File: src/rtl/diff_stream_pkg.sv
// diff_pkg: types and digit arithmetic for the diff_stream block.
//   mode_e  : per-sequence operation (ENCODE = difference, DECODE = running sum)
//   state_e : stream state (IDLE = no open sequence, ACTIVE = seed and mode valid)
//   mod_sub / mod_add : wraparound arithmetic on digits up to DIGIT_W_MAX bits.
//   The caller passes the actual digit width and truncates the result.
package diff_pkg;

    typedef enum logic {
        ENCODE = 1'b0,
        DECODE = 1'b1
    } mode_e;

    typedef enum logic {
        IDLE   = 1'b0,
        ACTIVE = 1'b1
    } state_e;

    localparam int unsigned DIGIT_W_MAX = 8;

    typedef logic [DIGIT_W_MAX-1:0] digit_t;

    // Keeps only the low w bits; w = DIGIT_W_MAX yields all ones.
    function automatic digit_t digit_mask(input int unsigned w);
        digit_t all_ones;
        all_ones = '1;
        return ~(all_ones << w);
    endfunction

    function automatic digit_t mod_sub(input digit_t a, input digit_t b,
                                       input int unsigned w);
        return (a - b) & digit_mask(w);
    endfunction

    function automatic digit_t mod_add(input digit_t a, input digit_t b,
                                       input int unsigned w);
        return (a + b) & digit_mask(w);
    endfunction

endpackage

File: src/rtl/diff_stream_if.sv
// diff_stream_if: groups the input and output valid/ready streams plus the
// word counter of diff_stream.
//   slave  : view used by diff_stream (consumes in_*, produces out_*)
//   master : view used by the sequence source / downstream packer
interface diff_stream_if #(
    parameter int N     = 8,
    parameter int W     = 2,
    parameter int CNT_W = 16
);
    logic             in_valid;
    logic             in_ready;
    logic [N*W-1:0]   in_word;
    logic             in_sop;
    logic             in_mode;
    logic             out_valid;
    logic             out_ready;
    logic [N*W-1:0]   out_word;
    logic             out_sop;
    logic [CNT_W-1:0] word_cnt;

    modport slave (
        input  in_valid, in_word, in_sop, in_mode, out_ready,
        output in_ready, out_valid, out_word, out_sop, word_cnt
    );

    modport master (
        output in_valid, in_word, in_sop, in_mode, out_ready,
        input  in_ready, out_valid, out_word, out_sop, word_cnt
    );
endinterface

File: src/rtl/diff_core.sv
// diff_core: combinational differential encoder/decoder for one word.
//   word_i       : N digits, digit 0 at the most significant end
//   mode_i       : ENCODE or DECODE
//   seed_i       : digit preceding digit 0 (from the previous word)
//   seed_valid_i : 0 on the first word of a sequence (digit 0 passes through)
//   word_o       : result word, same digit ordering
//   seed_o       : seed for the next word (last original digit when encoding,
//                  last reconstructed digit when decoding)
module diff_core
    import diff_pkg::*;
#(
    parameter int N = 8,
    parameter int W = 2
) (
    input  logic [N*W-1:0] word_i,
    input  mode_e          mode_i,
    input  logic [W-1:0]   seed_i,
    input  logic           seed_valid_i,
    output logic [N*W-1:0] word_o,
    output logic [W-1:0]   seed_o
);

    always_comb begin
        digit_t       prev;
        logic [W-1:0] d_in;
        logic [W-1:0] d_out;

        word_o = '0;
        d_in   = '0;
        d_out  = '0;
        // A missing seed behaves as zero, which makes digit 0 pass through.
        prev   = seed_valid_i ? digit_t'(seed_i) : '0;

        for (int k = 0; k < N; k++) begin
            d_in = word_i[(N-1-k)*W +: W];
            if (mode_i == ENCODE) begin
                d_out = W'(mod_sub(digit_t'(d_in), prev, W));
                prev  = digit_t'(d_in);
            end else begin
                d_out = W'(mod_add(digit_t'(d_in), prev, W));
                prev  = digit_t'(d_out);
            end
            word_o[(N-1-k)*W +: W] = d_out;
        end

        seed_o = W'(prev);
    end

endmodule

File: src/rtl/diff_stream.sv
// diff_stream: streaming differential encoder/decoder with valid/ready
// handshake and one cycle of latency. The preceding digit is carried across
// beats so a multi-word sequence behaves like one long word.
//   clk   : rising-edge clock
//   rst_n : asynchronous active-low reset
//   s     : diff_stream_if.slave (in_* stream, out_* stream, word_cnt)
//
//   state  | meaning
//   IDLE   | no sequence open; next accepted beat starts one
//   ACTIVE | seed digit valid and mode latched for the open sequence
module diff_stream
    import diff_pkg::*;
#(
    parameter int N     = 8,
    parameter int W     = 2,
    parameter int CNT_W = 16
) (
    input  logic          clk,
    input  logic          rst_n,
    diff_stream_if.slave  s
);

    state_e           state_q, state_d;
    mode_e            mode_q, mode_d;
    logic [W-1:0]     seed_q, seed_d;
    logic             out_valid_q, out_valid_d;
    logic [N*W-1:0]   out_word_q, out_word_d;
    logic             out_sop_q, out_sop_d;
    logic [CNT_W-1:0] cnt_q, cnt_d;

    logic             in_ready;
    logic             accept;
    logic             sop_eff;
    mode_e            mode_eff;
    logic [N*W-1:0]   core_word;
    logic [W-1:0]     core_seed;

    // The output register can take a new beat whenever it is empty or being
    // drained this cycle, giving full throughput.
    assign in_ready = !out_valid_q || s.out_ready;
    assign accept   = s.in_valid && in_ready;

    // Any beat arriving with no open sequence starts one.
    assign sop_eff  = s.in_sop || (state_q == IDLE);
    assign mode_eff = sop_eff ? mode_e'(s.in_mode) : mode_q;

    diff_core #(
        .N (N),
        .W (W)
    ) u_core (
        .word_i       (s.in_word),
        .mode_i       (mode_eff),
        .seed_i       (seed_q),
        .seed_valid_i (!sop_eff),
        .word_o       (core_word),
        .seed_o       (core_seed)
    );

    always_ff @(posedge clk or negedge rst_n) begin
        if (!rst_n) begin
            state_q     <= IDLE;
            mode_q      <= ENCODE;
            seed_q      <= '0;
            out_valid_q <= 1'b0;
            out_word_q  <= '0;
            out_sop_q   <= 1'b0;
            cnt_q       <= '0;
        end else begin
            state_q     <= state_d;
            mode_q      <= mode_d;
            seed_q      <= seed_d;
            out_valid_q <= out_valid_d;
            out_word_q  <= out_word_d;
            out_sop_q   <= out_sop_d;
            cnt_q       <= cnt_d;
        end
    end

    always_comb begin
        state_d     = state_q;
        mode_d      = mode_q;
        seed_d      = seed_q;
        out_valid_d = out_valid_q;
        out_word_d  = out_word_q;
        out_sop_d   = out_sop_q;
        cnt_d       = cnt_q;

        if (accept) begin
            state_d     = ACTIVE;
            mode_d      = mode_eff;
            seed_d      = core_seed;
            out_valid_d = 1'b1;
            out_word_d  = core_word;
            out_sop_d   = sop_eff;
            if (sop_eff) begin
                cnt_d = CNT_W'(1);
            end else if (cnt_q != {CNT_W{1'b1}}) begin
                cnt_d = cnt_q + CNT_W'(1);
            end
        end else if (s.out_ready) begin
            // Counter and word stay visible after drain; only valid drops.
            out_valid_d = 1'b0;
        end
    end

    assign s.in_ready  = in_ready;
    assign s.out_valid = out_valid_q;
    assign s.out_word  = out_word_q;
    assign s.out_sop   = out_sop_q;
    assign s.word_cnt  = cnt_q;

endmodule

File: src/flat_wrapper.sv
// flat-port wrapper written by rule: the top's interface ports become plain ports
module diff_stream_flat import diff_pkg::*;
#(
    parameter int N     = 8,
    parameter int W     = 2,
    parameter int CNT_W = 16
)
  (clk, rst_n, s_in_valid, s_in_word, s_in_sop, s_in_mode, s_out_ready, s_in_ready, s_out_valid, s_out_word, s_out_sop, s_word_cnt);
  diff_stream_if #(.N(N), .W(W), .CNT_W(CNT_W)) s_i ();
  input  logic clk;
  input  logic rst_n;
  input wire logic [$bits(s_i.in_valid)-1:0] s_in_valid;
  input wire logic [$bits(s_i.in_word)-1:0] s_in_word;
  input wire logic [$bits(s_i.in_sop)-1:0] s_in_sop;
  input wire logic [$bits(s_i.in_mode)-1:0] s_in_mode;
  input wire logic [$bits(s_i.out_ready)-1:0] s_out_ready;
  output wire logic [$bits(s_i.in_ready)-1:0] s_in_ready;
  output wire logic [$bits(s_i.out_valid)-1:0] s_out_valid;
  output wire logic [$bits(s_i.out_word)-1:0] s_out_word;
  output wire logic [$bits(s_i.out_sop)-1:0] s_out_sop;
  output wire logic [$bits(s_i.word_cnt)-1:0] s_word_cnt;
  assign s_i.in_valid = s_in_valid;
  assign s_i.in_word = s_in_word;
  assign s_i.in_sop = s_in_sop;
  assign s_i.in_mode = s_in_mode;
  assign s_i.out_ready = s_out_ready;
  assign s_in_ready = s_i.in_ready;
  assign s_out_valid = s_i.out_valid;
  assign s_out_word = s_i.out_word;
  assign s_out_sop = s_i.out_sop;
  assign s_word_cnt = s_i.word_cnt;
  diff_stream #(.N(N), .W(W), .CNT_W(CNT_W)) u_core (.clk(clk), .rst_n(rst_n), .s(s_i));
endmodule
File: config.mk
export PLATFORM = sky130hd
export DESIGN_NAME = diff_stream_flat
export DESIGN_NICKNAME = d
export VERILOG_FILES = /design/src/rtl/diff_stream_pkg.sv /design/src/rtl/diff_stream_if.sv /design/src/rtl/diff_core.sv /design/src/rtl/diff_stream.sv /design/src/flat_wrapper.sv
export SDC_FILE = /design/constraint.sdc
export NUM_CORES = 1
export LEC_CHECK = 0
export CORE_UTILIZATION = 30
export CTS_BUF_LIST = sky130_fd_sc_hd__clkbuf_8
export DETAILED_ROUTE_END_ITERATION = 12
export SLEW_MARGIN = 30
export SYNTH_ARGS = -nofsm -noshare
export SYNTH_HDL_FRONTEND = slang
export SYNTH_SLANG_ARGS = --single-unit
File: constraint.sdc
create_clock -name clk -period 12.2 [get_ports clk]
set_clock_uncertainty 0.1 [all_clocks]
set_input_delay 2.44 -clock clk [delete_from_list [all_inputs] [get_ports clk]]
set_output_delay 2.44 -clock clk [all_outputs]
set_load 0.1 [all_outputs]
==> flow_summary.toml, run 1 <==
[yosys]
syn_inst = 267
ys.flop_type = "dfrtp_1"
synthMuxAreaShare = 0.02920
synth.avg_cell_area_um2 = 9.307
ys_seq_area_frac = 0.3827
synth.most_common_cell = "dfrtp_1"
synth_top_area_frac = 0.3827
syn_nets = 306
synth_top_family_by_area = "simple AND/OR/NAND/NOR gates"
yosysTopAreaCell = "dfrtp_1"
synthDistinctLibCells = 38
synthSimpleGateAreaFrac = 0.1853
synth_xor_area_frac = 0.1742
ys_ff_latch = 38
synth_area_um2 = 2485
netlist_top_cells_area = "dfrtp_1 38%, ha_1 8.6%, xnor2_1 7.8%"
ys_top_cells_by_count = "38 x dfrtp_1, 32 x nand2_1, 28 x nor2_1"
synth-adder-area-share = 0.08560
synth-edff-count = 0
synth_compound_area_frac = 0.1067
async_flop_share = 1.000
yosys_warnings = 0

[timing]
period_share = 0.6118
finalCriticalPeriod_ns = 7.464
grt_setup_unrepaired = "no"
finalSetupTns_ns = 0
fmax_ghz = 0.1340
slew_viol_final = 0
worstMarginPinSlew_ns = 0.9825
hold_viol_final = 0
setup_violations = 0
slew_headroom = 0.3430

[clocking]
post_cts_resized = 0
post_cts_buffers = 0
htree_levels = 2
cts_sinks = 38
clk_latency_ns = 0.29
clock_path_buffers = 2
path_clk_slew_ns = 0.08
cts_buffers = 5
cts_tree = "built"
cts-root-buf = "clkbuf_8"
holdBufCountCts = 0

[global_routing]
grt.overflow.total = 0
grt_pass1_wl_mm = 9.149
grt_max_degree = 39
grt_usage = 0.1342
grt_pass1_vias = 1892
antenna_found_initial = 0

[routing]
met1Wirelength_mm = 2.646
drc = 0
wl_met2_mm = 2.480
via_count = 1957
firstDrtPassIters = 4
viasPerCell = 4.594
drt.antenna.violating_nets = 0
wl_per_cell_um = 12.59
drtIter0Drc = 75
routed.top_layer = "met4"
drt_wl_total_mm = 5.363
wl_met3_um = 138

[critical_path]
cp.required_ns = 12.32
crit_chain = "clkdlybuf4s50_1, nor2b_1, nand3_1, xnor2_1, ha_1, a21oi_1, ha_1, a21oi_1, ha_1, a21oi_1, ha_1, a21oi_1, ha_1, nor2_1, a21o_1, ha_1, nor2_1, a21o_1, ha_1, xor2_1, xnor2_1, xnor2_1, or3_1, a31oi_1"
critPathLaunch = "s_in_sop"
reg2reg_slack_ns = 6.92
path_max_fanout = 6
cp_common_cell = "ha_1"
end_kind = "flip-flop"
cp_slowest_stage_delay_ns = 0.44
start_kind = "primary input"
cp.arrival_ns = 7.58
cpMaxStageDelayCell = "clkdlybuf4s50_1"
crit_type = "primary input to flip-flop"
r2r-start = "u_core.state_q$_DFFE_PN0P_"

[outcome]
status = "complete, no violations"

[hold_path]
hold_path.class = "flip-flop to flip-flop"
min_from = "u_core.s.out_word[9]$_DFFE_PN0P_"

[floorplanning]
die-height_um = 93.01
initial_utilization = 0.3150
io_pins = 57
die-width_um = 93.01
num_rows = 32
dieArea_um2 = 8651
coreArea_um2 = 7888

[pwr]
irDropWorstVdd_v = 0.0001538
p_per_area_nw_per_um2 = 187.0
leakagePower_nw = 1.385

[final_layout]
fin_area_um2 = 3227
drive_gt1_frac = 0.06173
nNetsFinal = 362
areaGrowthSynthToFinish_pct = 29.86
antenna_cells = 0

[placement]
place_congestion = 0.7674
dpl_cell_area_um2 = 3129
hpwlAfterDp_mm = 4.011
io_buffers = 56

[flow_run]
max_cap_viol_count = 0
[layer usage]
metal / global-route usage / vias up
li1: - / 1019
met1: 0.1774 / 900
met2: 0.2169 / 28
met3: 0.02439 / 10
met4: 0.05256 / 0
met5: 0 / -
[through the flow]
stage / util / total power (W) / hold WS [ns] / std cells / setup WS [ns]
6_report: 0.4091 / 0.0006034 / 0.3846 / 426 / 4.736
5_1_grt: 0.4091 / 0.0006379 / 0.4208 / 426 / 4.219
4_1_cts: 0.4088 / 0.0006108 / 0.3922 / 426 / 4.674
3_5_place_dp: 0.3967 / 0.0005156 / 0.3734 / 418 / 4.362
3_3_place_gp: 0.3964 / 0.0005133 / 0.3615 / 418 / 4.581
2_1_floorplan: - / 0.0004377 / 0.3501 / 267 / 5.289
[area by class of cell]
cell class | instances | area (um^2)
flip-flops and latches | 38 | 950.9
multi-input cells | 210 | 1446
repair buffers | 57 | 565.5
clock buffers | 6 | 82.58
clock inverters | 2 | 12.51
fillers | 796 | 4661
inverters | 11 | 41.29
well taps | 102 | 127.6
[report_power, final]
part | switching [W] | leakage, nW | internal [W] | total [W]
combinational | 0.000237 | 0.855 | 0.000105 | 0.000342
sequential | 0.0000186 | 0.482 | 0.000150 | 0.000168
clock | 0.0000476 | 0.0472 | 0.0000455 | 0.0000931
total | 0.000303 | 1.38 | 0.000300 | 0.000603
[cells in the final DEF, fill, tap and decap left out, drive strengths merged, types with 3 or more instances in the layout]
| master | instances |
|---|---|
| clkdlybuf4s50 | 55 |
| dfrtp | 38 |
| nand2 | 33 |
| nor2 | 28 |
| o21ai | 23 |
| xnor2 | 22 |
| ha | 17 |
| xor2 | 16 |
| a21oi | 12 |
| inv | 11 |
| nand3 | 10 |
| nor3 | 6 |
| clkbuf | 6 |
| mux2i | 5 |
| nand4 | 5 |
| or3 | 4 |
| a21o | 4 |
| xnor3 | 3 |
[kinds of logic after synthesis]
kind of cell               after synthesis
buffers and inverters                   19
muxes                                    7
xor gates and xnor gates                42
adders and majority gates               17
and+or+nand+nor                         99
AOI/OAI and AO/OA                       45
DFF                                     38
[final timing paths]
path	endpoint	cells after the start
setup / recovery	u_core.seed_q[1]$_DFFE_PN0P_	24
hold / removal	u_core.s.out_word[9]$_DFFE_PN0P_	2
setup reg to reg	u_core.seed_q[1]$_DFFE_PN0P_	23
hold reg to reg	u_core.s.out_word[9]$_DFFE_PN0P_	2
max in group asynchronous	u_core.s.word_cnt[15]$_DFFE_PN0P_	1
min in group asynchronous	u_core.s.out_word[7]$_DFFE_PN0P_	1
[state kept, by name, summed over array words and instances, names as in the netlist]
register and flops:
u_core.s.word_cnt 16, u_core.state_q 1, u_core.s.out_sop 1, u_core.s.out_valid 1, u_core.seed_q 2, u_core.mode_q 1, u_core.s.out_word 16
[worst max-delay path: cells and delay by family]
family / cells / cell delay, ns
simple gates: 5 / 1.07
fa+ha+maj: 7 / 1.80
buf+inv: 1 / 0.44
xor+xnor: 4 / 0.61
compound gates: 7 / 1.21
(Power assumes the default switching activity.)
==> inputs of run 2 (changes only) <==
==> constraint.sdc (replaced) <==
create_clock -name clk -period 7.4 [get_ports clk]
set_clock_uncertainty 0.1 [all_clocks]
set_input_delay 1.48 -clock clk [delete_from_list [all_inputs] [get_ports clk]]
set_output_delay 1.48 -clock clk [all_outputs]
set_load 0.1 [all_outputs]
==> run 2 against run 1 <==
Compared with the run above:
- highest routed layer unchanged
- final area rose by 1.7%
- critical path depth stayed put
- die area did not move
- register-to-register slack lost 4.8 ns
- largest cell class unchanged
- wire length up 2.2%
==> flow_summary.toml, run 2 (synthesized netlist as in run 1, its figures left out) <==
[clocking]
post_cts_resized = 0
holdBufCountCts = 0
post_cts_buffers = 0
htree_levels = 2
cts_buffers = 5
path_clk_slew_ns = 0.07
clock_path_buffers = 2
cts_sinks = 38
cts_tree = "built"
cts-root-buf = "clkbuf_8"
clk_latency_ns = 0.30

[timing]
slew_headroom = 0.3430
setup_violations = 0
hold_viol_final = 0
fmax_ghz = 0.1540
period_share = 0.8774
worstMarginPinSlew_ns = 0.9824
finalSetupTns_ns = 0
grt_setup_unrepaired = "no"
slew_viol_final = 0
finalCriticalPeriod_ns = 6.493

[critical_path]
path_max_fanout = 6
cp_slowest_stage_delay_ns = 0.43
reg2reg_slack_ns = 2.13
r2r_cells = 23
cp.required_ns = 7.52
crit_family = "adder cells"
cpMaxStageDelayCell = "clkdlybuf4s50_1"
start_kind = "primary input"
cp.arrival_ns = 6.61
cp_common_cell = "ha_1"
crit_chain = "clkdlybuf4s50_1, nor2b_1, nand3_1, xnor2_1, ha_1, a21oi_1, ha_1, a21oi_1, ha_1, a21oi_1, ha_1, a21oi_1, ha_1, nor2_1, a21o_1, ha_1, nor2_1, a21o_1, ha_1, xor2_1, xnor2_1, xnor2_1, or3_1, a31oi_1"
end_kind = "flip-flop"
r2r-end = "u_core.seed_q[1]$_DFFE_PN0P_"
crit_cells = 24
crit_type = "primary input to flip-flop"
path_buf_inv = 1
r2r-start = "u_core.state_q$_DFFE_PN0P_"

[global_routing]
grt_usage = 0.1347
gr-usage-met1 = 0.1730
grt_pass1_vias = 1881
grt_max_degree = 39
gr-usage-met3 = 0.02114
antenna_found_initial = 0
met2_usage = 0.2292
grt.overflow.total = 0
grt_pass1_wl_mm = 9.183
busiest_layer = "met2"

[final_layout]
drive_gt1_frac = 0.06462
finalNonFillerCells = 427
final_common_cell = "clkdlybuf4s50_1"
layout_common_cells = "55 x clkdlybuf4s50_1, 38 x dfrtp_1, 32 x nand2_1"
nFillCells = 802
nNetsFinal = 363
fin_area_um2 = 3282
antenna_cells = 0
areaGrowthSynthToFinish_pct = 32.07

[pwr]
leakagePower_nw = 1.414
p_per_area_nw_per_um2 = 324.5
irDropWorstVdd_v = 0.0002166
power_w = 0.001065

[routing]
drtIter0Drc = 62
via_count = 1986
drt.antenna.violating_nets = 0
firstDrtPassIters = 4
drt_wl_total_mm = 5.479
wl_per_cell_um = 12.83
drc = 0
viasPerCell = 4.651

[hold_path]
hold_depth = 2
min_from = "u_core.s.out_word[9]$_DFFE_PN0P_"
hold_path_end = "u_core.s.out_word[9]$_DFFE_PN0P_"
hold_path.class = "flip-flop to flip-flop"

[floorplanning]
die-width_um = 93.01
num_rows = 32
coreArea_um2 = 7888
die-height_um = 93.01
io_pins = 57
dieArea_um2 = 8651
initial_utilization = 0.3150

[flow_run]
max_cap_viol_count = 0

[placement]
dpl_cell_area_um2 = 3137
dp_cells = 419
io_buffers = 56
hpwlAfterDp_mm = 4.052
place_congestion = 0.7596

[outcome]
status = "complete, no violations"
## run 2: power by group
part           total (W)  internal (W)  switching (W)
Sequential      0.000278      0.000247      0.0000311
Clock           0.000221      0.000144      0.0000771
Combinational   0.000566      0.000174       0.000392
Total            0.00106      0.000565       0.000500
## run 2: stage by stage
stage	hold slack [ns]	util	setup WS, ns
after global routing	0.4187	0.4161	0.3722
final	0.3843	0.4161	0.9071
after CTS	0.3933	0.4158	0.8661
after floorplan	0.3501	-	1.449
after global placement	0.3621	0.3974	0.7517
after detailed placement	0.3758	0.3977	0.5579
## run 2: metal layers
layer,up-vias,share of wire
met1,943,0.48
met4,0,0.013
li1,1012,-
met2,26,0.48
met5,-,0
met3,5,0.025
## run 2: worst max path at each step
stage,start,to,slack (ns)
floorplan,s_in_sop,u_core.seed_q[1]$_DFFE_PN0P_,1.45
global placement,s_in_sop,u_core.seed_q[1]$_DFFE_PN0P_,0.75
detailed placement,s_in_sop,u_core.seed_q[1]$_DFFE_PN0P_,0.56
CTS,s_in_sop,u_core.seed_q[1]$_DFFE_PN0P_,0.87
global route,s_in_sop,u_core.seed_q[1]$_DFFE_PN0P_,0.37
finish,s_in_sop,u_core.seed_q[1]$_DFFE_PN0P_,0.91
## run 2: final cells by class
cell class | instances | area [um^2] | share of cell area
multi-input combinational | 210 | 1446 | 0.4407
clock inverter | 2 | 60.06 | 0.01830
sequential | 38 | 950.9 | 0.2897
inverter | 11 | 41.29 | 0.01258
timing repair buffer | 58 | 573.1 | 0.1746
clock buffer | 6 | 82.58 | 0.02516
tap | 102 | 127.6 | 0.03889
## run 2: tightest hold or removal path, stage by stage (launching register included)
cell and delay, ns:
dfrtp_1 0.34, nand2_1 0.04, o21ai_0 0.06
==> inputs of run 3 (changes only) <==
--- a/config.mk
+++ b/config.mk
@@ -8,6 +8,7 @@
 export CORE_UTILIZATION = 30
 export CTS_BUF_LIST = sky130_fd_sc_hd__clkbuf_8
 export DETAILED_ROUTE_END_ITERATION = 12
+export GPL_TIMING_DRIVEN = 0
 export SLEW_MARGIN = 30
 export SYNTH_ARGS = -nofsm -noshare
 export SYNTH_HDL_FRONTEND = slang
==> run 3 against run 2 <==
Compared with the run above:
- final cell count rose by 1.4%
- critical path type unchanged
- critical path depth up 1
- total power is 0.41% higher
- largest power group unchanged
- via count rose by 2.0%
- worst hold slack worse by 0.0031 ns
- combinational power is essentially flat
- first-iteration DRC count shrank 47%
- wire length increased by 2.7%
==> flow_summary.toml, run 3 (synthesized netlist as in run 1, its figures left out) <==
[critical_path]
start_kind = "primary input"
critPathLaunch = "s_in_sop"
crit_type = "primary input to flip-flop"
path_max_fanout = 10
cp.required_ns = 7.51
r2r-start = "u_core.state_q$_DFFE_PN0P_"
end_kind = "flip-flop"
cp.arrival_ns = 6.92

[routing]
drc = 0
drt_wl_total_mm = 5.629
wl_per_cell_um = 13.00
via_count = 2025
drtIter0Drc = 33
drt.antenna.violating_nets = 0
firstDrtPassIters = 6
viasPerCell = 4.677

[pwr]
power_w = 0.001069
p_per_area_nw_per_um2 = 321.6
leakagePower_nw = 1.430
irDropWorstVdd_v = 0.0002115

[timing]
fmax_ghz = 0.1467
whs_ns = 0.3812
period_share = 0.9210
hold_viol_final = 0
slew_viol_final = 0
setup_violations = 0
setup_ws_ns = 0.5844
finalCriticalPeriod_ns = 6.816
slew_headroom = 0.3439
finalSetupTns_ns = 0
worstMarginPinSlew_ns = 0.9810
grt_setup_unrepaired = "no"

[clocking]
clock_path_buffers = 2
clk_latency_ns = 0.29
cts_tree = "built"
cts_sinks = 38
post_cts_buffers = 0
post_cts_resized = 0
holdBufCountCts = 0
cts-root-buf = "clkbuf_8"
cts_buffers = 5
htree_levels = 2
path_clk_slew_ns = 0.08

[placement]
io_buffers = 55
hpwlAfterDp_mm = 4.392
place_congestion = 0.7906
dpl_worst_slack_ns = 0.1829

[global_routing]
grt_pass1_vias = 1870
grt.overflow.total = 0
grt_usage = 0.1354
antenna_found_initial = 0
grt_pass1_wl_mm = 9.142
grt_max_degree = 27

[floorplanning]
coreArea_um2 = 7888
die-height_um = 93.01
num_rows = 32
initial_utilization = 0.3150
io_pins = 57
die-width_um = 93.01
dieArea_um2 = 8651

[final_layout]
nNetsFinal = 369
areaGrowthSynthToFinish_pct = 33.79
layout_common_cells = "54 x clkdlybuf4s50_1, 38 x dfrtp_1, 32 x nand2_1"
final_common_cell = "clkdlybuf4s50_1"
antenna_cells = 0
drive_gt1_frac = 0.06949
utilization = 0.4215

[flow_run]
max_cap_viol_count = 0

[hold_path]
hold_path.class = "flip-flop to flip-flop"
min_from = "u_core.s.out_word[11]$_DFFE_PN0P_"

[outcome]
status = "complete, no violations"
run 3: cell count changes in the layout (fill, tap and decap cells not counted), sizes merged:
| cell | delta |
|---|---|
| clkbuf | +5 |
| buf | +2 |
| clkdlybuf4s50 | -1 |
run 3: power breakdown:
part	switching [W]	internal (W)
sequential	0.0000320	0.000247
clock	0.0000777	0.000144
combinational	0.000393	0.000176
total	0.000502	0.000567
run 3: worst max-delay path, stage by stage:
cell and delay (ns):
clkdlybuf4s50_1 0.44, nor2b_1 0.37, nand2_1 0.11, nand2_1 0.27, clkbuf_1 0.40, nor2_1 0.07, a21oi_1 0.19, ha_1 0.28
a21oi_1 0.20, ha_1 0.28, a21oi_1 0.19, ha_1 0.27, a21oi_1 0.23, ha_1 0.28, nor2_1 0.14, a21o_1 0.16
ha_1 0.24, nor2_1 0.14, a21o_1 0.13, ha_1 0.18, xor2_1 0.17, xnor2_1 0.15, xnor2_1 0.09, or3_1 0.30
a31oi_1 0.17
run 3: per-stage QoR:
stage          cells  cell area, um^2
2_1_floorplan    267             2485
3_3_place_gp     424             3163
3_5_place_dp     425             3178
4_1_cts          433             3321
5_1_grt          433             3324
6_report         433             3324
run 3: area by class of cell:
| class | instances | area [um^2] |
|---|---|---|
| Buffer | 8 | 48.80 |
| Timing Repair Buffer | 56 | 565.5 |
| Tap cell | 102 | 127.6 |
| Clock buffer | 6 | 82.58 |
| Multi-Input combinational cell | 210 | 1448 |
| Clock inverter | 2 | 60.06 |
| Sequential cell | 38 | 950.9 |
| Fill cell | 776 | 4563 |
| Inverter | 11 | 41.29 |
run 3: worst paths after layout:
kind	depth (start not counted)	endpoint	slack [ns]
setup reg to reg	24	u_core.seed_q[1]$_DFFE_PN0P_	1.85
max in group asynchronous	2	u_core.s.out_word[7]$_DFFE_PN0P_	5.77
min in group asynchronous	1	u_core.s.out_word[0]$_DFFE_PN0P_	0.98
setup / recovery	25	u_core.seed_q[1]$_DFFE_PN0P_	0.58
hold reg to reg	2	u_core.s.out_word[11]$_DFFE_PN0P_	0.38
hold / removal	2	u_core.s.out_word[11]$_DFFE_PN0P_	0.38
run 3: metal layers:
| layer | up-vias | share of wire | GRT usage |
|---|---|---|---|
| li1 | 1031 | - | - |
| met1 | 962 | 0.47 | 0.1749 |
| met2 | 30 | 0.49 | 0.2328 |
| met3 | 2 | 0.028 | 0.01951 |
| met4 | 0 | 0.0069 | 0.04231 |
| met5 | - | 0 | 0 |
